[src/rtl/cplx_mult_pipe_if.sv]
// Streaming handshake bundle for cplx_mult_pipe: input sample/weight side and result side.
// The slave modport is the multiplier's view; master is the upstream/downstream driver's view.
interface cplx_mult_pipe_if #(
    parameter int DW = 12,
    parameter int WW = 5,
    parameter int OW = 18
);
    logic                 in_valid;
    logic                 in_ready;
    logic signed [DW-1:0] in_data_i;
    logic signed [DW-1:0] in_data_q;
    logic signed [WW-1:0] in_w_i;
    logic signed [WW-1:0] in_w_q;
    logic                 in_conj;
    logic                 out_valid;
    logic                 out_ready;
    logic signed [OW-1:0] out_i;
    logic signed [OW-1:0] out_q;

    modport master (
        output in_valid, in_data_i, in_data_q, in_w_i, in_w_q, in_conj, out_ready,
        input  in_ready, out_valid, out_i, out_q
    );

    modport slave (
        input  in_valid, in_data_i, in_data_q, in_w_i, in_w_q, in_conj, out_ready,
        output in_ready, out_valid, out_i, out_q
    );
endinterface

[src/rtl/cplx_mult_pipe.sv]
// 3-stage pipelined signed complex multiplier (optionally by conj(w)) with full backpressure.
// Define CPLX_MULT_RND_SAT_EN for round-half-up + saturation with sticky ovf; default truncates and wraps.
module cplx_mult_pipe #(
    parameter int DW    = 12,
    parameter int WW    = 5,
    parameter int SHIFT = 0,
    parameter int OW    = 18
) (
    input  logic               clk,
    input  logic               rstb,
    cplx_mult_pipe_if.slave    bus,
    output logic               ovf,
    input  logic               ovf_clr
);
    localparam int PW = DW + WW;
    localparam int SW = PW + 1;

    logic adv;
    assign adv          = !bus.out_valid || bus.out_ready;
    assign bus.in_ready = adv;

`ifdef CPLX_MULT_RND_SAT_EN
    localparam int RND_SH = (SHIFT > 0) ? SHIFT - 1 : 0;
    localparam logic signed [SW:0] RND     = (SHIFT > 0) ? ((SW+1)'(1) << RND_SH) : '0;
    localparam logic signed [SW:0] SAT_MAX = ((SW+1)'(1) << (OW-1)) - (SW+1)'(1);
    localparam logic signed [SW:0] SAT_MIN = ~SAT_MAX;

    // One guard bit above the sum so the rounding offset cannot wrap.
    function automatic logic signed [SW:0] rnd_shift(input logic signed [SW-1:0] s);
        logic signed [SW:0] t;
        t = (SW+1)'(s) + RND;
        return t >>> SHIFT;
    endfunction

    function automatic logic sat_hit(input logic signed [SW:0] t);
        return (t > SAT_MAX) || (t < SAT_MIN);
    endfunction

    function automatic logic signed [OW-1:0] saturate(input logic signed [SW:0] t);
        logic signed [SW:0] c;
        if (t > SAT_MAX)      c = SAT_MAX;
        else if (t < SAT_MIN) c = SAT_MIN;
        else                  c = t;
        return c[OW-1:0];
    endfunction
`else
    function automatic logic signed [OW-1:0] trunc_wrap(input logic signed [SW-1:0] s);
        logic signed [SW-1:0] t;
        t = s >>> SHIFT;
        return t[OW-1:0];
    endfunction
`endif

    // ---- S0: input capture
    logic                 vld_p0;
    logic signed [DW-1:0] a_p0, b_p0;
    logic signed [WW-1:0] c_p0, d_p0;
    logic                 conj_p0;

    always_ff @(posedge clk or negedge rstb) begin
        if (!rstb)    vld_p0 <= 1'b0;
        else if (adv) vld_p0 <= bus.in_valid;
    end

    always_ff @(posedge clk) begin
        if (adv && bus.in_valid) begin
            a_p0    <= bus.in_data_i;
            b_p0    <= bus.in_data_q;
            c_p0    <= bus.in_w_i;
            d_p0    <= bus.in_w_q;
            conj_p0 <= bus.in_conj;
        end
    end

    // ---- S1: partial products
    logic                 vld_p1;
    logic signed [PW-1:0] ac_p1, bd_p1, ad_p1, bc_p1;
    logic                 conj_p1;

    always_ff @(posedge clk or negedge rstb) begin
        if (!rstb)    vld_p1 <= 1'b0;
        else if (adv) vld_p1 <= vld_p0;
    end

    always_ff @(posedge clk) begin
        if (adv && vld_p0) begin
            ac_p1   <= PW'(a_p0) * PW'(c_p0);
            bd_p1   <= PW'(b_p0) * PW'(d_p0);
            ad_p1   <= PW'(a_p0) * PW'(d_p0);
            bc_p1   <= PW'(b_p0) * PW'(c_p0);
            conj_p1 <= conj_p0;
        end
    end

    // ---- S2: sums, scaling, output registers
    logic signed [SW-1:0] sum_i_p2, sum_q_p2;
    logic signed [OW-1:0] res_i_p2, res_q_p2;

    always_comb begin
        if (conj_p1) begin
            sum_i_p2 = SW'(ac_p1) + SW'(bd_p1);
            sum_q_p2 = SW'(bc_p1) - SW'(ad_p1);
        end else begin
            sum_i_p2 = SW'(ac_p1) - SW'(bd_p1);
            sum_q_p2 = SW'(ad_p1) + SW'(bc_p1);
        end
    end

`ifdef CPLX_MULT_RND_SAT_EN
    logic signed [SW:0] scl_i_p2, scl_q_p2;
    logic               hit_p2;

    assign scl_i_p2 = rnd_shift(sum_i_p2);
    assign scl_q_p2 = rnd_shift(sum_q_p2);
    assign res_i_p2 = saturate(scl_i_p2);
    assign res_q_p2 = saturate(scl_q_p2);
    assign hit_p2   = sat_hit(scl_i_p2) || sat_hit(scl_q_p2);

    // A fresh saturation event overrides a simultaneous clear.
    always_ff @(posedge clk or negedge rstb) begin
        if (!rstb) ovf <= 1'b0;
        else       ovf <= (ovf && !ovf_clr) || (adv && vld_p1 && hit_p2);
    end
`else
    logic unused_ovf_clr;

    assign res_i_p2       = trunc_wrap(sum_i_p2);
    assign res_q_p2       = trunc_wrap(sum_q_p2);
    assign ovf            = 1'b0;
    assign unused_ovf_clr = ovf_clr;
`endif

    always_ff @(posedge clk or negedge rstb) begin
        if (!rstb) begin
            bus.out_valid <= 1'b0;
            bus.out_i     <= '0;
            bus.out_q     <= '0;
        end else if (adv) begin
            bus.out_valid <= vld_p1;
            if (vld_p1) begin
                bus.out_i <= res_i_p2;
                bus.out_q <= res_q_p2;
            end
        end
    end
endmodule
[src/flat_wrapper.sv]
// flat-port wrapper written by rule: the top's interface ports become plain ports
module cplx_mult_pipe_flat 
#(
    parameter int DW    = 12,
    parameter int WW    = 5,
    parameter int SHIFT = 0,
    parameter int OW    = 18
)
  (clk, rstb, ovf, ovf_clr, bus_in_valid, bus_in_data_i, bus_in_data_q, bus_in_w_i, bus_in_w_q, bus_in_conj, bus_out_ready, bus_in_ready, bus_out_valid, bus_out_i, bus_out_q);
  cplx_mult_pipe_if #(.DW(DW), .WW(WW), .OW(OW)) bus_i ();
  input  logic clk;
  input  logic rstb;
  output logic ovf;
  input  logic ovf_clr;
  input wire logic [$bits(bus_i.in_valid)-1:0] bus_in_valid;
  input wire logic [$bits(bus_i.in_data_i)-1:0] bus_in_data_i;
  input wire logic [$bits(bus_i.in_data_q)-1:0] bus_in_data_q;
  input wire logic [$bits(bus_i.in_w_i)-1:0] bus_in_w_i;
  input wire logic [$bits(bus_i.in_w_q)-1:0] bus_in_w_q;
  input wire logic [$bits(bus_i.in_conj)-1:0] bus_in_conj;
  input wire logic [$bits(bus_i.out_ready)-1:0] bus_out_ready;
  output wire logic [$bits(bus_i.in_ready)-1:0] bus_in_ready;
  output wire logic [$bits(bus_i.out_valid)-1:0] bus_out_valid;
  output wire logic [$bits(bus_i.out_i)-1:0] bus_out_i;
  output wire logic [$bits(bus_i.out_q)-1:0] bus_out_q;
  assign bus_i.in_valid = bus_in_valid;
  assign bus_i.in_data_i = bus_in_data_i;
  assign bus_i.in_data_q = bus_in_data_q;
  assign bus_i.in_w_i = bus_in_w_i;
  assign bus_i.in_w_q = bus_in_w_q;
  assign bus_i.in_conj = bus_in_conj;
  assign bus_i.out_ready = bus_out_ready;
  assign bus_in_ready = bus_i.in_ready;
  assign bus_out_valid = bus_i.out_valid;
  assign bus_out_i = bus_i.out_i;
  assign bus_out_q = bus_i.out_q;
  cplx_mult_pipe #(.DW(DW), .WW(WW), .SHIFT(SHIFT), .OW(OW)) u_core (.clk(clk), .rstb(rstb), .bus(bus_i), .ovf(ovf), .ovf_clr(ovf_clr));
endmodule
[config.mk]
export PLATFORM = sky130hd
export DESIGN_NAME = cplx_mult_pipe_flat
export DESIGN_NICKNAME = d
export VERILOG_FILES = /design/src/rtl/cplx_mult_pipe_if.sv /design/src/rtl/cplx_mult_pipe.sv /design/src/flat_wrapper.sv
export SDC_FILE = /design/constraint.sdc
export NUM_CORES = 1
export LEC_CHECK = 0
export ABC_AREA = 1
export CAP_MARGIN = 5
export CORE_ASPECT_RATIO = 1.1
export CORE_MARGIN = 1.5
export CORE_UTILIZATION = 35
export CTS_BUF_LIST = sky130_fd_sc_hd__clkbuf_8
export CTS_CLUSTER_SIZE = 16
export DETAILED_ROUTE_END_ITERATION = 8
export DONT_BUFFER_PORTS = 1
export GPL_TIMING_DRIVEN = 0
export PLACE_DENSITY_LB_ADDON = 0.12
export REMOVE_ABC_BUFFERS = 1
export SLEW_MARGIN = 20
export SYNTH_ARGS = -nofsm -noshare
export SYNTH_HDL_FRONTEND = slang
export SYNTH_SLANG_ARGS = --single-unit
[constraint.sdc]
create_clock -name clk -period 6 [get_ports clk]
set_clock_uncertainty 0.15 [all_clocks]
set_input_delay 0.6 -clock clk [delete_from_list [all_inputs] [get_ports clk]]
set_output_delay 0.6 -clock clk [all_outputs]
set_load 0.02 [all_outputs]
==> results.yml <==
run_status:
  status: "finished clean"
grt:
  grt_pass1_wl_mm: 63.45
  grt_pass1_vias: 12048
  grt_usage_pct: 17.02
  grt_max_degree: 46
  overflow: 0
  antenna_found_initial: 1
timing:
  worst-slew-pin-transition_ps: 1103
  hold_ws_ps: 83.96
  fmax_mhz: 202.8
  finalSetupTns_ps: 0
  finalHoldViolCount: 0
  finalSetupViolations: 0
  slew_headroom_pct: 26.46
  post-route-period-util_pct: 82.19
  report.final.slew_viol_count: 0
  rsz0062_at_grt: "false"
  post-route-min-period_ps: 4931
layout:
  post-route-util_pct: 38.76
  syn_to_final_growth_pct: 9.205
  layout-drive-gt1-share_pct: 4.010
  fin_area_mm2: 0.01769
  nNetsFinal: 2378
  instances_no_fill: 2634
  final_common_cell: "inv_1"
  final_cell_mix: "inv_1, nand2_1, fa_1"
placement:
  dpl.cell_count: 2561
  place_hpwl_mm: 30.80
  place_area_mm2: 0.01681
  gp_congestion: 0.8485
  port-buffer-count: 0
route:
  wl_per_cell_um: 14.52
  drtIter0Drc: 615
  num_vias: 12032
  dr.pass1.iters: 5
  routed_via_density: 4.568
  drc: 0
  ant_nets: 0
  wl_mm: 38.24
synthesis:
  synth_cell_types: 46
  yosysSeqAreaShare_pct: 25.30
  async_flop_share_pct: 27.27
  synth-edff-count: 104
  netlist_area_mm2: 0.01620
  ys_ff_latch: 143
  synth-main-ff-cell: "edfxtp_1"
  synth_cells: 2024
  syn_area_per_cell_um2: 8.005
  yosys_warnings: 0
floorplan:
  die_area_mm2: 0.04760
  io_pins: 79
  rows: 82
  die_y_um: 228.7
  core_mm2: 0.04566
  start_util_pct: 35.49
  die_w_um: 208.2
worst_setup_path:
  reg2reg_to: "u_core.bd_p1[13]$_DFFE_PP_"
  endpoint: "u_core.bd_p1[13]$_DFFE_PP_"
  ff2ff_path_depth: 9
  startpoint_type: "flip-flop"
  critPathLaunch: "u_core.d_p0[4]$_DFFE_PP_"
  end_kind: "flip-flop"
  crit_fanout: 24
  cp.required_ps: 6160
  r2r-start: "u_core.d_p0[4]$_DFFE_PP_"
  critical_path_class: "flip-flop to flip-flop"
  crit_arrival_ps: 5090
  r2r_slack_ps: 1070
hold_path:
  worstHoldPathType: "input port to flip-flop"
cts:
  cts_buffers: 17
  postCtsSetupBuffers: 0
  cts_tree: "built"
  cts_hold_buf: 37
  clkLatencyLatePin_ps: 550
  cts-resized-gates: 0
  htreeDepth: 4
  clock_sinks: 143
  clk_pin_slew_worst_paths_ps: 100
  clock-root-buffer: "clkbuf_8"
  clk_path_buf_depth: 2
pwr:
  p_leak_nw: 9.721
  ir_worst_vdd_v: 0.0001754
  power_density_mw_per_mm2: 522.2
flow_run:
  max_cap_viol_count: 0
## worst max-delay path, stage by stage (launching register included)
cell	delay, ps
edfxtp_1	520
inv_1	800
fa_1	580
fa_1	530
fa_1	540
fa_1	560
o21ai_1	310
a21oi_1	150
o21ai_1	180
xor2_1	370
## sequential cells by signal, indices dropped and copies added, names as in the netlist, 5 cells and up
register          count
u_core.d_p0           5
u_core.ad_p1         17
u_core.bus.out_q     18
u_core.c_p0           5
u_core.a_p0          12
u_core.ac_p1         17
u_core.bc_p1         17
u_core.bus.out_i     18
u_core.b_p0          12
u_core.bd_p1         17
## kinds of logic after synthesis
| logic type | share of synthesized area, % |
|---|---|
| other | 0.02314 |
| flip-flops | 25.30 |
| adder cells (fa/ha/maj) | 30.76 |
| AO/OA/AOI/OAI | 6.849 |
| buffers and inverters | 14.09 |
| AND/OR/NAND/NOR | 17.14 |
| XOR/XNOR | 5.838 |
## cell type report
class                   count  area (µm²)
flip-flops and latches    143        4099
fillers                  4770       27960
diodes                      1       2.502
multi-input cells        1282        9828
well taps                 588       735.7
inverters                 544        2042
clock inverters            13       185.2
repair buffers             44       540.5
clock buffers              19       261.5
## cells in the mapped netlist (2+ instances only)
library cell	number	area share, %
nor3_1	6	0.19
a211oi_1	2	0.093
nor2_2	5	0.19
nand2_2	12	0.46
xor2_1	59	3.2
nand2_1	435	10
nand3_2	3	0.19
a21oi_1	76	2.3
o21bai_1	12	0.56
inv_2	4	0.093
edfxtp_1	104	19
or2_1	2	0.077
buf_2	4	0.12
buf_1	7	0.16
nand4_1	7	0.27
o21ai_1	6	0.19
a21o_1	10	0.46
clkbuf_1	38	0.88
a31oi_1	11	0.42
fa_1	154	19
dfrtp_1	39	6.0
o21ai_0	51	1.6
buf_6	2	0.14
o31ai_1	2	0.093
nor2_1	127	2.9
nand3b_1	5	0.23
nand3_1	67	2.1
xnor2_1	49	2.6
ha_1	152	12
buf_4	4	0.19
nor4_1	3	0.12
nor2_4	3	0.21
o21ai_2	8	0.43
inv_1	540	13
a21oi_2	3	0.16
o2111ai_1	2	0.11
## stage by stage
stage | total power (W) | setup WS [ps]
floorplan | 0.006761 | 1768
global placement | 0.008367 | 142.2
global route | 0.01036 | 880.0
CTS | 0.009421 | 1081
detailed placement | 0.008420 | 1112
finish | 0.009240 | 1069
## per-layer routing
metal / up-vias / global-route usage, % / wire (µm)
li1: 6108 / - / -
met1: 5742 / 23.36 / 19010
met2: 162 / 27.61 / 17780
met3: 20 / 3.572 / 1097
met4: 0 / 3.581 / 345
met5: - / 0 / 0
## worst min-delay path by stage
stage	start	to	slack [ps]	cells past startpoint
global route	bus_in_valid	u_core.vld_p0$_DFFE_PN0N_	30	2
finish	bus_in_valid	u_core.vld_p0$_DFFE_PN0N_	80	2
CTS	bus_in_valid	u_core.vld_p0$_DFFE_PN0N_	20	2
global placement	rstb	u_core.bus.out_q[17]$_DFFE_PN0P_	160	0
floorplan	rstb	u_core.bus.out_i[0]$_DFFE_PN0P_	150	0
detailed placement	rstb	u_core.bus.out_q[17]$_DFFE_PN0P_	150	0
## report_power, final
group          switching [W]  internal, W
Combinational        0.00381      0.00234
Clock               0.000441     0.000476
Sequential          0.000503      0.00168
Power figures use the tool's default switching activity.
